`config.mk`:
```
export PLATFORM = sky130hd
export DESIGN_NAME = leve1_if_flat
export DESIGN_NICKNAME = d
export VERILOG_FILES = /design/src/rtl/leve1_if_if.sv /design/src/rtl/leve1_if.sv /design/src/flat_wrapper.sv
export SDC_FILE = /design/constraint.sdc
export NUM_CORES = 1
export LEC_CHECK = 0
export ABC_AREA = 1
export BUFFER_PORTS_ARGS = -buffer_cell sky130_fd_sc_hd__buf_2
export CAP_MARGIN = 20
export CORE_MARGIN = 5
export CORE_UTILIZATION = 45
export CTS_CLUSTER_DIAMETER = 30
export DETAILED_ROUTE_END_ITERATION = 8
export PLACE_DENSITY = 0.7
export SLEW_MARGIN = 20
export SYNTH_ARGS = -nofsm -noshare
export SYNTH_HDL_FRONTEND = slang
export SYNTH_SLANG_ARGS = --single-unit
```
`constraint.sdc`:
```
create_clock -name CLK -period 4.8 [get_ports CLK]
set_clock_uncertainty 0.1 [all_clocks]
set_input_delay 0.24 -clock CLK [delete_from_list [all_inputs] [get_ports CLK]]
set_output_delay 0.24 -clock CLK [all_outputs]
set_load 0.05 [all_outputs]
```
`src/rtl/leve1_if_if.sv`:
```
// Bundle between the LEVE1 fetch stage, instruction memory and decode.
// master = fetch stage (leve1_if), slave = memory/decode/redirect side.
interface leve1_if_if #(
    parameter int XLEN = 32
);
    logic            IMEM_REQ_VALID;
    logic            IMEM_REQ_READY;
    logic [XLEN-1:0] IMEM_ADDR;
    logic            IMEM_RSP_VALID;
    logic [31:0]     IMEM_RSP_DATA;
    logic            OVALID;
    logic            OREADY;
    logic [XLEN-1:0] OPC;
    logic [31:0]     OINSTR;
    logic            IFLASH;
    logic [XLEN-1:0] IFLASH_PC;

    modport master (
        output IMEM_REQ_VALID, IMEM_ADDR, OVALID, OPC, OINSTR,
        input  IMEM_REQ_READY, IMEM_RSP_VALID, IMEM_RSP_DATA, OREADY, IFLASH, IFLASH_PC
    );

    modport slave (
        input  IMEM_REQ_VALID, IMEM_ADDR, OVALID, OPC, OINSTR,
        output IMEM_REQ_READY, IMEM_RSP_VALID, IMEM_RSP_DATA, OREADY, IFLASH, IFLASH_PC
    );
endinterface

```
`src/rtl/leve1_if.sv`:
```
// LEVE1 instruction-fetch stage: issues pipelined word fetches under a credit
// limit of DEPTH (outstanding + buffered), buffers returned words in an
// in-order FIFO for decode, and redirects/discards stale responses on IFLASH.
// Optional macro LEVE1_IF_BYPASS_EN: an empty FIFO forwards a fresh response
// straight to decode in the same cycle.
module leve1_if #(
    parameter int              XLEN      = 32,
    parameter logic [XLEN-1:0] RESET_VEC = 32'h8000_0000,
    parameter int              DEPTH     = 2
) (
    input  logic        CLK,
    input  logic        RST,
    leve1_if_if.master  bus
);

    localparam int CW = $clog2(DEPTH + 1);
    localparam int PW = (DEPTH > 1) ? $clog2(DEPTH) : 1;

    logic [XLEN-1:0] fpc;
    logic [XLEN-1:0] rpc;
    logic [CW-1:0]   outst;
    logic [CW-1:0]   disc;
    logic [CW-1:0]   count;
    logic [PW-1:0]   wr_ptr;
    logic [PW-1:0]   rd_ptr;
    logic [XLEN-1:0] pc_mem    [DEPTH];
    logic [31:0]     instr_mem [DEPTH];

    logic [CW:0]     credit_used;
    logic            req_valid;
    logic            issue;
    logic            rsp_ok;
    logic            rsp_keep;
    logic            bypass;
    logic            byp_take;
    logic            push;
    logic            pop;
    logic [XLEN-1:0] flush_pc;

    // Circular pointer advance; DEPTH need not fill the pointer range.
    function automatic logic [PW-1:0] next_ptr(input logic [PW-1:0] p);
        return (p == PW'(DEPTH - 1)) ? '0 : p + PW'(1);
    endfunction

    // Handshake decode, credit check and output selection.
    always_comb begin
        credit_used = {1'b0, outst} + {1'b0, count};
        req_valid   = !RST && !bus.IFLASH && (credit_used < (CW+1)'(DEPTH));
        issue       = req_valid && bus.IMEM_REQ_READY;
        // A response with nothing outstanding is a protocol error and is ignored.
        rsp_ok      = bus.IMEM_RSP_VALID && (outst != '0);
        rsp_keep    = !RST && !bus.IFLASH && rsp_ok && (disc == '0);
        flush_pc    = bus.IFLASH_PC & ~XLEN'(3);
`ifdef LEVE1_IF_BYPASS_EN
        bypass      = rsp_keep && (count == '0);
        byp_take    = bypass && bus.OREADY;
        bus.OPC     = (count != '0) ? pc_mem[rd_ptr]    : rpc;
        bus.OINSTR  = (count != '0) ? instr_mem[rd_ptr] : bus.IMEM_RSP_DATA;
`else
        bypass      = 1'b0;
        byp_take    = 1'b0;
        bus.OPC     = pc_mem[rd_ptr];
        bus.OINSTR  = instr_mem[rd_ptr];
`endif
        push        = rsp_keep && !byp_take;
        pop         = !RST && !bus.IFLASH && (count != '0) && bus.OREADY;
        bus.IMEM_REQ_VALID = req_valid;
        bus.IMEM_ADDR      = fpc;
        bus.OVALID         = !RST && ((count != '0) || bypass);
    end

    // Control state: PCs, credit counters and FIFO pointers; flush overrides all.
    always_ff @(posedge CLK) begin
        if (RST) begin
            fpc    <= RESET_VEC;
            rpc    <= RESET_VEC;
            outst  <= '0;
            disc   <= '0;
            count  <= '0;
            wr_ptr <= '0;
            rd_ptr <= '0;
        end else if (bus.IFLASH) begin
            fpc    <= flush_pc;
            rpc    <= flush_pc;
            outst  <= outst - CW'(rsp_ok);
            disc   <= outst - CW'(rsp_ok);
            count  <= '0;
            wr_ptr <= '0;
            rd_ptr <= '0;
        end else begin
            if (issue) begin
                fpc <= fpc + XLEN'(4);
            end
            outst <= outst + CW'(issue) - CW'(rsp_ok);
            if (rsp_ok && (disc != '0)) begin
                disc <= disc - CW'(1);
            end
            if (rsp_keep) begin
                rpc <= rpc + XLEN'(4);
            end
            if (push) begin
                wr_ptr <= next_ptr(wr_ptr);
            end
            if (pop) begin
                rd_ptr <= next_ptr(rd_ptr);
            end
            count <= count + CW'(push) - CW'(pop);
        end
    end

    // FIFO storage; data only, no reset needed.
    always_ff @(posedge CLK) begin
        if (push) begin
            pc_mem[wr_ptr]    <= rpc;
            instr_mem[wr_ptr] <= bus.IMEM_RSP_DATA;
        end
    end

endmodule

```
`src/flat_wrapper.sv`:
```
// flat-port wrapper written by rule: the top's interface ports become plain ports
module leve1_if_flat 
#(
    parameter int              XLEN      = 32,
    parameter logic [XLEN-1:0] RESET_VEC = 32'h8000_0000,
    parameter int              DEPTH     = 2
)
  (CLK, RST, bus_IMEM_REQ_VALID, bus_IMEM_ADDR, bus_OVALID, bus_OPC, bus_OINSTR, bus_IMEM_REQ_READY, bus_IMEM_RSP_VALID, bus_IMEM_RSP_DATA, bus_OREADY, bus_IFLASH, bus_IFLASH_PC);
  leve1_if_if #(.XLEN(XLEN)) bus_i ();
  input  logic CLK;
  input  logic RST;
  output wire logic [$bits(bus_i.IMEM_REQ_VALID)-1:0] bus_IMEM_REQ_VALID;
  output wire logic [$bits(bus_i.IMEM_ADDR)-1:0] bus_IMEM_ADDR;
  output wire logic [$bits(bus_i.OVALID)-1:0] bus_OVALID;
  output wire logic [$bits(bus_i.OPC)-1:0] bus_OPC;
  output wire logic [$bits(bus_i.OINSTR)-1:0] bus_OINSTR;
  input wire logic [$bits(bus_i.IMEM_REQ_READY)-1:0] bus_IMEM_REQ_READY;
  input wire logic [$bits(bus_i.IMEM_RSP_VALID)-1:0] bus_IMEM_RSP_VALID;
  input wire logic [$bits(bus_i.IMEM_RSP_DATA)-1:0] bus_IMEM_RSP_DATA;
  input wire logic [$bits(bus_i.OREADY)-1:0] bus_OREADY;
  input wire logic [$bits(bus_i.IFLASH)-1:0] bus_IFLASH;
  input wire logic [$bits(bus_i.IFLASH_PC)-1:0] bus_IFLASH_PC;
  assign bus_IMEM_REQ_VALID = bus_i.IMEM_REQ_VALID;
  assign bus_IMEM_ADDR = bus_i.IMEM_ADDR;
  assign bus_OVALID = bus_i.OVALID;
  assign bus_OPC = bus_i.OPC;
  assign bus_OINSTR = bus_i.OINSTR;
  assign bus_i.IMEM_REQ_READY = bus_IMEM_REQ_READY;
  assign bus_i.IMEM_RSP_VALID = bus_IMEM_RSP_VALID;
  assign bus_i.IMEM_RSP_DATA = bus_IMEM_RSP_DATA;
  assign bus_i.OREADY = bus_OREADY;
  assign bus_i.IFLASH = bus_IFLASH;
  assign bus_i.IFLASH_PC = bus_IFLASH_PC;
  leve1_if #(.XLEN(XLEN), .RESET_VEC(RESET_VEC), .DEPTH(DEPTH)) u_core (.CLK(CLK), .RST(RST), .bus(bus_i));
endmodule
```
Yosys cells after proc, flatten, opt, wreduce, memory -nomap -nowiden
Memories as Yosys holds them, arrays and structs flattened. A register that Yosys moved wholly into a read port is not among the register bits.
Cells that the tools add are included.
{ "word_totals": {"register_bits": 72, "mem_bits_rw": 128, "input_bits": 70, "out_inout_bits": 98, "word_cells": 58, "mem_count": 2} }
{ "mem_list": {"columns": ["name", "depth", "width", "rd", "rd_ports_with_merged_regs", "write_ports", "line_no", "text"], "rows": [
  ["u_core.instr_mem", 2, 32, 1, 1, 1, "leve1_if.sv:27", "logic [31:0] instr_mem [DEPTH];"],
  ["u_core.pc_mem", 2, 32, 1, 1, 1, "leve1_if.sv:26", "logic [XLEN-1:0] pc_mem [DEPTH];"]
]} }
{ "op_classes": {"n_addsub": 11, "order_cmp": 1, "mux": 15, "n_reduce_logical": 20} }
{ "op_table": {"columns": ["cell", "count"], "rows": [
  ["$mux 32", 4],
  ["$add 32x3->32 const B", 2],
  ["$reduce_bool 2->1", 6],
  ["$logic_and 1x1->1", 10],
  ["$mux 1", 8],
  ["$mux 2", 3],
  ["$sub 2x1->2", 3],
  ["$add 2x1->2", 2],
  ["$add 2x2->3", 1],
  ["$lt 3x2->1 const B", 1],
  ["$add 1x1->1 const B", 2],
  ["$logic_not 1->1", 2],
  ["$logic_not 2->1", 1],
  ["$reduce_or 2->1", 1],
  ["$sub 2x1->2 const B", 1]
]} }

Longest topological paths before layout
Gate-level depths: netlist (run 1).
{ "logic_depth": {"depth_word": 7, "depth_mapped": 12, "depth_no_buf": 11} }

Least setup slack after synthesis (run 1)
OpenSTA, ideal clock, no wires.
{ "synth_timing": {"path_kind": "register -> register", "start": "reg u_core.outst[1]", "end": "mem u_core.instr_mem[1][0], enable pin", "setup_time_ps": 484, "t_arrival_ps": 3322, "required_time_ps": 4216, "path_slack_ps": 894, "stages_incl_launch_ff": 5, "path_buffers": 0, "synth_period_minus_slack_ps": 3906, "path_cell_list": "dfxtp_1 o21ai_2 inv_2 nand3_2 nor2_1"} }
{ "synth_between": {"elab_chain_cells": 6} }
{ "synth_lines": {"columns": ["element", "line_no", "text"], "rows": [
  ["from (decl)", "leve1_if.sv:21", "logic [CW-1:0] outst;"],
  ["from (signal assigned)", "leve1_if.sv:85", "outst <= outst - CW'(rsp_ok);"],
  ["from (signal assigned)", "leve1_if.sv:94", "outst <= outst + CW'(issue) - CW'(rsp_ok);"],
  ["$reduce_bool 2->1", "leve1_if.sv:51", "rsp_ok = bus.IMEM_RSP_VALID && (outst != '0);"],
  ["$logic_and 1x1->1", "leve1_if.sv:51", null],
  ["$logic_and 1x1->1 (2 in series)", "leve1_if.sv:52", "rsp_keep = !RST && !bus.IFLASH && rsp_ok && (disc == '0);"],
  ["$mux 1", "leve1_if.sv:113", "if (push) begin"],
  ["$mux 1 (not written as such)", "leve1_if.sv:115", "instr_mem[wr_ptr] <= bus.IMEM_RSP_DATA;"],
  ["to (decl)", "leve1_if.sv:27", null]
]} }
No other way between the ends.

==> key figures, run 1 <==
Layout
  • Commonest non-fill, non-tap cell in the layout: nand2_1
  • Layout fillers: 1761
  • Final instance area: 11090 um2
  • Most frequent cells in the layout: 205 x nand2_1, 161 x buf_2, 124 x edfxtp_1, 97 x inv_1, 87 x nor2_1
  • Layout Utilization: 55.17%
  • Final std cells w/o fill: roughly 1400
  • Fin nets: between 1000 and 1500
  • Fraction of layout cells with a size suffix above 1: between 20% and 30%
  • Area Growth Syn to Fin: 21.82%
  • # diodes: 0

Min path
  • HP Class: in2reg
  • WHS Endpoint: u_core.bus.IMEM_ADDR[9]$_SDFFE_PP0P_
  • Worst Hold Launch: bus_IFLASH_PC[9]
  • Hold Crit Depth: 3

CTS
  • Clock tree from TritonCTS: built
  • CTS Buffer Depth: 2
  • CTS buffer count: 17
  • Post-CTS setup repair buffer count: 0
  • H-tree depth: 4
  • Clock slew at reported path FFs: approximately 70 ps
  • Clock root cell: clkbuf_16
  • Clock sink count: 193
  • Worst-Skew Late Latency: roughly 430 ps

Power and ir drop
  • Switching Share: between 20% and 30%
  • Power Density: between 300 and 400 nW/um2
  • Peak supply drop: between 0.2 and 0.25 mV
  • Clock power share: roughly 36%
  • P_int: 2.823 mW
  • Sw power: 1.137 mW
  • Comb power frac: about 15%
  • Leakage: about 4.3 nW
  • Seq pwr share: between 40% and 50%

Global route
  • Met2 usage: 29.72%
  • GRT met1 Usage: a little over a quarter
  • GR peak layer: met2
  • Total Routing Usage GR: between 10% and 20%
  • Initial antenna violation count: 0
  • Met3 Usage GRT: between 3 and 4%
  • Global-route wire length before repair: 35350 um
  • Number of global-route vias before repair: between 6000 and 7000
  • Largest net degree at the start of global routing: 43
  • Gr ovfl total: 0

Logic synthesis
  • Ys Warns: 0
  • Yosys top cell by area: edfxtp_1
  • Largest family of logic cells by synthesized area: simple AND/OR/NAND/NOR gates
  • XOR/XNOR Fraction of Synth Area: ~1.7%
  • Post-Syn Area: 9105 um2
  • Avg Inst Size Synth: ~9.6 um2
  • Primary FF master, synth: edfxtp_1
  • Mux contribution to synthesized area: under 10%
  • Post-synthesis sequential area ratio: 56.07%
  • Simple-gate portion of the synthesized area: a little under a fifth
  • Post-synth EDFFs: around 120
  • Asr flop ratio synth: 0%
  • Synth area leaders: edfxtp_1 41%, dfxtp_1 15%, nand2_1 8.5%
  • Compound-gate portion of the synthesized area: roughly 8.3%
  • Post-Synthesis Cells: between 900 and 1000
  • Seq cells post-synth: around 190
  • Synth Area in Adders: around 1.2%
  • Synth top area share: about two fifths
  • Yosys cell types: between 40 and 50

Critical path
  • CP Max Fanout: 32
  • Worst Path Arrival: around 2400 ps
  • Critical path required time: about 4500 ps
  • Reg2Reg Depth: 10
  • Critical Path Source Type: flip-flop
  • RR Endpoint: u_core.bus.IMEM_ADDR[18]$_SDFFE_PP0P_
  • Reg-to-reg slack, setup: roughly 2300 ps
  • R2r startpoint: u_core.count[0]$_SDFF_PP0_
  • Endpoint class of the critical path: output port
  • WS Path Type: reg2out

Timing
  • Least-Margin Pin Slew: ~940 ps
  • Max Fclk: around 360 MHz
  • RSZ-0062 raised after global routing: no
  • Max-slew violations: 0
  • Setup TNS Final: 0 ps
  • Final setup fails: 0
  • Final cycle utilization of the critical path: 57.21%
  • Minimum clock period: roughly 2700 ps
  • Worst slew margin: ~37%
  • Final hold violations: 0

Route
  • DR WL/cell: 15.49 um
  • First-pass iteration count of the detailed router: 5
  • First-iteration detailed-routing DRC count: 513
  • Residual DRC: 0
  • DR vias/cell: slightly above 5
  • Final wirelength: approximately 22000 um
  • Via Count: about 7200
  • Detail Route Antenna Nets: 0

Placed design
  • Buffers added on ports: approximately 160
  • Placed instance area: 10140 um2
  • Post-detail-place hpwl: 15750 um
  • Final GP Congestion: about 0.92
  • Placed cell count: ~1400

Die
  • Die Y: ~150 um
  • Core Box Area: between 20000 and 25000 um2
  • Area of the die: 23180 um2
  • Die Width: 152.2 um
  • Top-Level Pins: ~170
  • Row cnt: 52
  • Initial core utilization: 45.29%

Job
  • Max-Cap Viols: 0

Outcome
  • Status: finished clean
==> worst max-delay path, cell delays in order, from the launching register on <==
cell and delay [ps]:
dfxtp_2 830, buf_4 500, mux2_2 390, buf_2 220
==> synth_stat cells, types with 7 or more instances <==
cell type	instances
edfxtp_1	124
dfxtp_1	69
o211ai_1	7
a21oi_1	53
nand2_1	205
buf_2	9
clkbuf_1	12
a31oi_1	8
nand4_1	14
o21ai_1	11
xor2_1	16
nor2_2	8
mux2_2	62
nand3_1	55
ha_1	7
inv_1	97
nor2_1	89
o21ai_0	47
==> area by class of cell <==
cell class | instances | area, um2 | share of cell area (%)
clock buffer | 18 | 429.2 | 3.869
tap | 270 | 337.8 | 3.046
clock inverter | 14 | 168.9 | 1.523
multi-input combinational | 623 | 3446 | 31.07
sequential | 193 | 5106 | 46.03
timing repair buffer | 200 | 1211 | 10.92
inverter | 104 | 392.9 | 3.542
==> registers in the layout, indices dropped and copies added, names as in the netlist, named ones only <==
signal	count
u_core.bus.IMEM_ADDR	30
u_core.count	2
u_core.disc	2
u_core.instr_mem	64
u_core.outst	2
u_core.pc_mem	60
u_core.rd_ptr	1
u_core.rpc	30
u_core.wr_ptr	1
==> cell families (layout without fill, tap and decap cells) <==
| logic type | count (synthesis) | count (layout) |
|---|---|---|
| AO/OA/AOI/OAI | 139 | 139 |
| XOR/XNOR | 18 | 18 |
| adder cells (fa/ha/maj) | 8 | 8 |
| buffers and inverters | 136 | 336 |
| flip-flops | 193 | 193 |
| multiplexers | 62 | 62 |
| other | 1 | 4 |
| AND/OR/NAND/NOR | 392 | 392 |
==> through the flow <==
step	hold WS (ps)	power [mW]	setup WS (ps)
final	31.13	3.960	2054
after global routing	34.08	4.133	1911
after CTS	11.69	3.982	1985
after detailed placement	331.7	2.546	1874
after global placement	327.1	2.531	1891
after floorplan	238.9	2.389	894.1
==> power by group through the flow <==
stage	clock network, mW	registers [mW]	logic (mW)
5_1_grt	1.53	1.94	0.659
3_3_place_gp	0	1.96	0.570
6_report	1.42	1.93	0.607
2_1_floorplan	0	2.00	0.387
3_5_place_dp	0	1.96	0.581
4_1_cts	1.45	1.93	0.607
==> routing by layer <==
layer,wire [um],vias to the layer above
li1,-,3584
met1,10020,3265
met2,9926,306
met3,1717,25
met4,354,0
met5,0,-
==> worst max-delay path by stage <==
stage / endpoint / slack [ps] / start / cells past startpoint
after floorplan: u_core.instr_mem[1][0]$_DFFE_PP_ / 890 / u_core.outst[1]$_SDFF_PP0_ / 4
after CTS: bus_OPC[22] / 1990 / flip-flop / 3
after global routing: bus_OPC[13] / 1910 / flip-flop / 3
after global placement: u_core.instr_mem[1][8]$_DFFE_PP_ / 1890 / bus_IFLASH / 5
final: bus_OPC[16] / 2050 / flip-flop / 3
after detailed placement: u_core.instr_mem[1][6]$_DFFE_PP_ / 1870 / bus_IFLASH / 5
==> what timing repair did <==
item | 4_1_cts | 5_1_grt
setup endpoints to repair | 0 | 0
hold endpoints to repair | 68 | 0
resized for setup | 0 | 0
hold buffers | 35 | 0
No activity file was read; power rests on OpenSTA's default activity.
==> run 2, diff against run 1 <==
--- a/config.mk
+++ b/config.mk
@@ -12,7 +12,7 @@
 export CORE_UTILIZATION = 45
 export CTS_CLUSTER_DIAMETER = 30
 export DETAILED_ROUTE_END_ITERATION = 8
-export PLACE_DENSITY = 0.7
+export PLACE_DENSITY = 0.72
 export SLEW_MARGIN = 20
 export SYNTH_ARGS = -nofsm -noshare
 export SYNTH_HDL_FRONTEND = slang
==> constraint.sdc (replaced) <==
create_clock -name CLK -period 2.5 [get_ports CLK]
set_clock_uncertainty 0.1 [all_clocks]
set_input_delay 0.125 -clock CLK [delete_from_list [all_inputs] [get_ports CLK]]
set_output_delay 0.125 -clock CLK [all_outputs]
set_load 0.05 [all_outputs]
==> run 2 against run 1 <==
- clock power grew 85%
- sequential share of layout area shrank 1.4 points
- global-route usage grew 0.40 points
- final cell count grew 2.6%
- die area is the same
- sequential power grew 92%
- critical path depth grew 6
- highest routed layer unchanged
==> key figures, run 2 (synthesis results as in run 1) <==
Critical path
  • Reg2Reg Depth: 8
  • WS Path Type: in2reg
  • Worst setup path startpoint: bus_IFLASH
  • CP Max Fanout: 9
  • Worst path cell trace: dlygate4sd3_1, buf_2, nor2_4, inv_4, nor3_4, nand3_1, nand3_1, o21ai_0, dlygate4sd3_1
  • Critical path required time: about 2700 ps
  • Endpoint class of the critical path: flip-flop
  • R2r startpoint: u_core.disc[0]$_SDFFE_PP0P_
  • Worst Path Arrival: 2500 ps
  • Slowest stage delay, CP: a little under 600 ps
  • Critical Path Source Type: input port
  • CP max stage cell: dlygate4sd3_1

Layout
  • Most frequent cells in the layout: 205 x nand2_1, 161 x buf_2, 124 x edfxtp_1, 97 x inv_1, 87 x nor2_1
  • Final std cells w/o fill: ~1500
  • Largest reg by FF count: u_core.instr_mem
  • # diodes: 0
  • Biggest regs: u_core.instr_mem: 64 flops, u_core.pc_mem: 60 flops
  • Area Growth Syn to Fin: 25.78%
  • Layout Utilization: between 50 and 60%
  • Commonest non-fill, non-tap cell in the layout: nand2_1
  • Number of flip-flops in the largest register: 64
  • Fin nets: between 1000 and 1500
  • Fraction of layout cells with a size suffix above 1: between 20% and 30%

Timing
  • RSZ-0062 raised after global routing: no
  • Max Fclk: approximately 440 MHz
  • Worst slew margin: a little over half
  • WHS: 30.28 ps
  • Minimum clock period: 2289 ps
  • Max-slew violations: 0
  • Final cycle utilization of the critical path: 91.57%
  • Final setup fails: 0
  • Final hold violations: 0
  • Least-Margin Pin Slew: ~700 ps

Power and ir drop
  • Clock power share: between 30% and 40%
  • Peak supply drop: 0.4902 mV
  • Seq pwr share: approximately half
  • Switching Share: between 20% and 30%
  • Leakage: 4.460 nW
  • Sw power: 2.188 mW
  • P_int: between 5 and 6 mW
  • Comb power frac: around 16%
  • Tot Pwr: approximately 7.5 mW
  • Power Density: 658.9 nW/um2

Global route
  • Largest net degree at the start of global routing: 63
  • Total Routing Usage GR: a little under 20%
  • Number of global-route vias before repair: around 7000
  • Global-route wire length before repair: between 30000 and 40000 um
  • Initial antenna violation count: 0
  • Gr ovfl total: 0

CTS
  • H-tree depth: 4
  • Clock tree from TritonCTS: built
  • Clock sink count: 193
  • Worst-Skew Late Latency: between 400 and 500 ps
  • CTS Buffer Depth: 2
  • Clock root cell: clkbuf_16
  • CTS buffer count: 17
  • Clock slew at reported path FFs: roughly 70 ps
  • Post-CTS setup repair buffer count: 0

Placed design
  • Post-detail-place hpwl: about 16000 um
  • Final GP Congestion: between 0.9 and 1
  • Placed cell count: about 1400
  • Buffers added on ports: roughly 160

Die
  • Die Y: 152.2 um
  • Top-Level Pins: 168
  • Area of the die: 23180 um2
  • Core Box Area: slightly above 20000 um2
  • Row cnt: 52
  • Die Width: 152.2 um
  • Initial core utilization: a little under half

Min path
  • Hold Crit Depth: 5
  • Worst Hold Launch: bus_IFLASH_PC[3]
  • HP Class: in2reg

Route
  • Detail Route Antenna Nets: 0
  • Final wirelength: between 20000 and 25000 um
  • First-pass iteration count of the detailed router: 5
  • First-iteration detailed-routing DRC count: approximately 540
  • DR WL/cell: 15.48 um
  • Via Count: 7414
  • DR vias/cell: between 5 and 6
  • Residual DRC: 0

Job
  • Max-Cap Viols: 0

Outcome
  • Status: finished clean
==> run 2: changes by cell type in the layout (fill, tap and decap cells not counted) <==
cell and delta:
clkbuf_1 -1, dlygate4sd3_1 +25, buf_12 +3, buf_4 +10, bufinv_16 -1, clkinv_4 +1
==> run 2: power groups by stage <==
stage | Combinational [mW] | Sequential, mW | Clock, mW
after floorplan | 0.744 | 3.84 | 0
after CTS | 1.22 | 3.70 | 2.68
after global placement | 1.12 | 3.76 | 0
final | 1.22 | 3.71 | 2.62
after global routing | 1.32 | 3.73 | 2.81
after detailed placement | 1.14 | 3.77 | 0
==> run 2: critical path: cells and delay by family <==
kind	cells	cell delay, ps
AND/OR/NAND/NOR	4	890
AO/OA/AOI/OAI	1	90
buffers and inverters	4	1380
==> run 2: layout make-up <==
cell class / count / area [um2]
fill: 1738 / 8652
sequential: 193 / 5106
multi-input combinational: 623 / 3446
timing repair buffer: 238 / 1597
clock buffer: 17 / 425.4
inverter: 104 / 392.9
tap: 270 / 337.8
clock inverter: 14 / 147.6
==> run 2: path summary, 6_finish.rpt <==
path | slack [ps] | to
hold / removal | 30 | u_core.bus.IMEM_ADDR[3]$_SDFFE_PP0P_
hold reg to reg | 380 | flip-flop
setup reg to reg | 290 | u_core.rpc[4]$_SDFFE_PP0P_
setup / recovery | 210 | u_core.rpc[4]$_SDFFE_PP0P_
==> run 2: per-layer routing <==
metal	vias up	part of all wire, %	global-route usage [%]
met2	320	45	30.88
met5	-	0	0
met4	0	2.3	6.764
met1	3402	46	26.46
met3	36	7.1	3.948
li1	3656	-	-
==> run 2: metrics by stage <==
stage | worst slack, ps | cell area, um2 | TNS, ps
floorplan | -366.7 | 9121 | -44480
global placement | 422.7 | 10280 | 0
detailed placement | 380.0 | 10280 | 0
CTS | 245.5 | 11450 | 0
global route | 102.5 | 11450 | 0
finish | 210.8 | 11450 | 0
==> run 2: repair_timing <==
action,in CTS,in global routing
hold buffers,60,0
gates resized for setup,0,0
hold endpoints to repair,105,0
==> run 3, diff against run 2 <==
--- a/config.mk
+++ b/config.mk
@@ -6,13 +6,14 @@
 export NUM_CORES = 1
 export LEC_CHECK = 0
 export ABC_AREA = 1
-export BUFFER_PORTS_ARGS = -buffer_cell sky130_fd_sc_hd__buf_2
+export BUFFER_PORTS_ARGS = -buffer_cell sky130_fd_sc_hd__buf_4
 export CAP_MARGIN = 20
 export CORE_MARGIN = 5
 export CORE_UTILIZATION = 45
 export CTS_CLUSTER_DIAMETER = 30
 export DETAILED_ROUTE_END_ITERATION = 8
-export PLACE_DENSITY = 0.72
+export PLACE_DENSITY = 0.7
+export REMOVE_ABC_BUFFERS = 1
 export SLEW_MARGIN = 20
 export SYNTH_ARGS = -nofsm -noshare
 export SYNTH_HDL_FRONTEND = slang
==> constraint.sdc (replaced) <==
create_clock -name CLK -period 2.65 [get_ports CLK]
set_clock_uncertainty 0.1 [all_clocks]
set_input_delay 0.1325 -clock CLK [delete_from_list [all_inputs] [get_ports CLK]]
set_output_delay 0.1325 -clock CLK [all_outputs]
set_load 0.05 [all_outputs]
==> run 3 against run 2 <==
- global-route usage increased by 0.093 points
- register-to-register slack better by 96 ps
- non-clock buffer count fell by 4
- clock power about the same
- worst setup slack improved by 180 ps
- via count hardly changed
- die area unchanged
- utilization rose by 2.0 points
- count of clock-buffer cells in the layout up 1
- wire length increased by 0.35%
==> key figures, run 3 (synthesis results as in run 1) <==
CTS
  • # resized after CTS: 0
  • Clock tree from TritonCTS: built
  • Worst-Skew Late Latency: around 430 ps
  • Hold_buf cts: 57
  • Clock slew at reported path FFs: approximately 70 ps
  • Clock sink count: about 190
  • CTS Buffer Depth: 2
  • Clock root cell: clkbuf_16
  • H-tree depth: 4
  • Post-CTS setup repair buffer count: 0
  • CTS buffer count: 17

Route
  • Detail Route Antenna Nets: 0
  • Final wirelength: ~23000 um
  • Via Count: about 7400
  • DR WL/cell: 15.57 um
  • First-pass iteration count of the detailed router: 5
  • First-iteration detailed-routing DRC count: about 530
  • DR vias/cell: around 5
  • Residual DRC: 0

Timing
  • Final hold violations: 0
  • Final cycle utilization of the critical path: a little under nine tenths
  • Least-Margin Pin Slew: approximately 750 ps
  • Final setup fails: 0
  • Minimum clock period: 2264 ps
  • Worst slew margin: between 50% and 60%
  • WHS: between 20 and 25 ps
  • RSZ-0062 raised after global routing: no
  • Setup TNS Final: 0 ps
  • Max-slew violations: 0
  • Max Fclk: ~440 MHz

Die
  • Core Box Area: approximately 20000 um2
  • Area of the die: 23180 um2
  • Top-Level Pins: 168
  • Row cnt: 52
  • Initial core utilization: between 40% and 50%
  • Die Y: between 150 and 200 um
  • Die Width: 152.2 um

Layout
  • Area Growth Syn to Fin: 30.11%
  • Layout Utilization: between 50% and 60%
  • # diodes: 0
  • Number of flip-flops in the largest register: 64
  • Fraction of layout cells with a size suffix above 1: 25.38%
  • Fin nets: between 1000 and 1500
  • Largest reg by FF count: u_core.instr_mem
  • Commonest non-fill, non-tap cell in the layout: nand2_1
  • Most frequent cells in the layout: 205 x nand2_1, 173 x buf_4, 124 x edfxtp_1, 97 x inv_1, 87 x nor2_1
  • Final instance area: roughly 12000 um2
  • Final std cells w/o fill: 1456
  • Biggest regs: u_core.instr_mem: 64 flops, u_core.pc_mem: 60 flops

Power and ir drop
  • Leakage: approximately 4.6 nW
  • Power Density: between 600 and 700 nW/um2
  • Peak supply drop: roughly 0.44 mV

Critical path
  • RR Endpoint: u_core.bus.IMEM_ADDR[16]$_SDFFE_PP0P_
  • Endpoint class of the critical path: flip-flop
  • Critical path required time: 2860 ps
  • Reg-to-reg slack, setup: between 300 and 400 ps
  • WS Path Type: reg2reg
  • Reg2Reg Depth: 10
  • Critical Path Source Type: flip-flop
  • CP Max Fanout: 16
  • Worst Path Arrival: 2470 ps
  • R2r startpoint: u_core.outst[0]$_SDFF_PP0_

Min path
  • HP Class: in2reg
  • Worst Hold Launch: bus_IFLASH_PC[2]
  • WHS Endpoint: u_core.bus.IMEM_ADDR[2]$_SDFFE_PP0P_
  • Hold Crit Depth: 5

Job
  • Max-Cap Viols: 0

Global route
  • Total Routing Usage GR: 19.46%
  • Gr ovfl total: 0
  • Global-route wire length before repair: roughly 36000 um
  • Number of global-route vias before repair: just over 7000
  • Largest net degree at the start of global routing: 63
  • Initial antenna violation count: 0

Outcome
  • Status: finished clean

Placed design
  • Buffers added on ports: roughly 160
  • Final GP Congestion: between 0.9 and 1
  • Post-detail-place hpwl: between 15000 and 20000 um
  • Placed instance area: roughly 11000 um2
  • Placed cell count: 1367
==> run 3: changes by cell type in the layout (fill, tap and decap cells not counted), sizes merged <==
cell         delta
inv             -1
clkbuf          +1
bufinv          +1
dlygate4sd3     -3
buf             -1
==> run 3: worst max path at each step <==
stage | startpoint | to | slack [ps] | cells past startpoint
finish | u_core.outst[0]$_SDFF_PP0_ | u_core.bus.IMEM_ADDR[16]$_SDFFE_PP0P_ | 390 | 10
global route | u_core.count[0]$_SDFF_PP0_ | u_core.bus.IMEM_ADDR[22]$_SDFFE_PP0P_ | 220 | 10
CTS | u_core.outst[0]$_SDFF_PP0_ | u_core.bus.IMEM_ADDR[16]$_SDFFE_PP0P_ | 390 | 10
detailed placement | u_core.outst[0]$_SDFF_PP0_ | u_core.bus.IMEM_ADDR[16]$_SDFFE_PP0P_ | 410 | 10
global placement | u_core.outst[0]$_SDFF_PP0_ | u_core.bus.IMEM_ADDR[22]$_SDFFE_PP0P_ | 460 | 10
floorplan | u_core.outst[1]$_SDFF_PP0_ | u_core.instr_mem[1][0]$_DFFE_PP_ | -1260 | 4
==> run 3: per-layer routing <==
metal,track usage (%),routed length (um),vias up
met5,0,0,-
met4,6.892,446,0
met3,4.033,1758,28
met2,31.88,10600,299
met1,25.76,9859,3430
li1,-,-,3662
==> run 3: power breakdown <==
| part | switching [mW] | internal [mW] |
|---|---|---|
| sequential | 0.133 | 3.36 |
| clock | 1.16 | 1.45 |
| combinational | 0.781 | 0.441 |
==> run 3: through the flow <==
stage	power (mW)	setup WS, ps
final	7.324	385.9
after global routing	7.645	219.3
after CTS	7.378	389.7
after detailed placement	4.711	406.1
after global placement	4.685	462.6
after floorplan	4.286	-1261
==> run 3: worst max-delay path, cell delays in order, from the launching register on <==
cell and delay [ps]:
dfxtp_1 370, nand2_1 60, inv_1 60, fa_1 430, nor2_1 190, nand3_4 120
nand2_2 300, buf_4 230, o21ai_0 80, a21oi_1 130, nor2_1 60
==> run 3: area by class of cell <==
| class | count | area [um2] |
|---|---|---|
| repair buffers | 234 | 1949 |
| clock inverters | 14 | 175.2 |
| fillers | 1684 | 8258 |
| flip-flops and latches | 193 | 5106 |
| clock buffers | 18 | 439.2 |
| well taps | 270 | 337.8 |
| multi-input cells | 623 | 3446 |
| inverters | 104 | 392.9 |
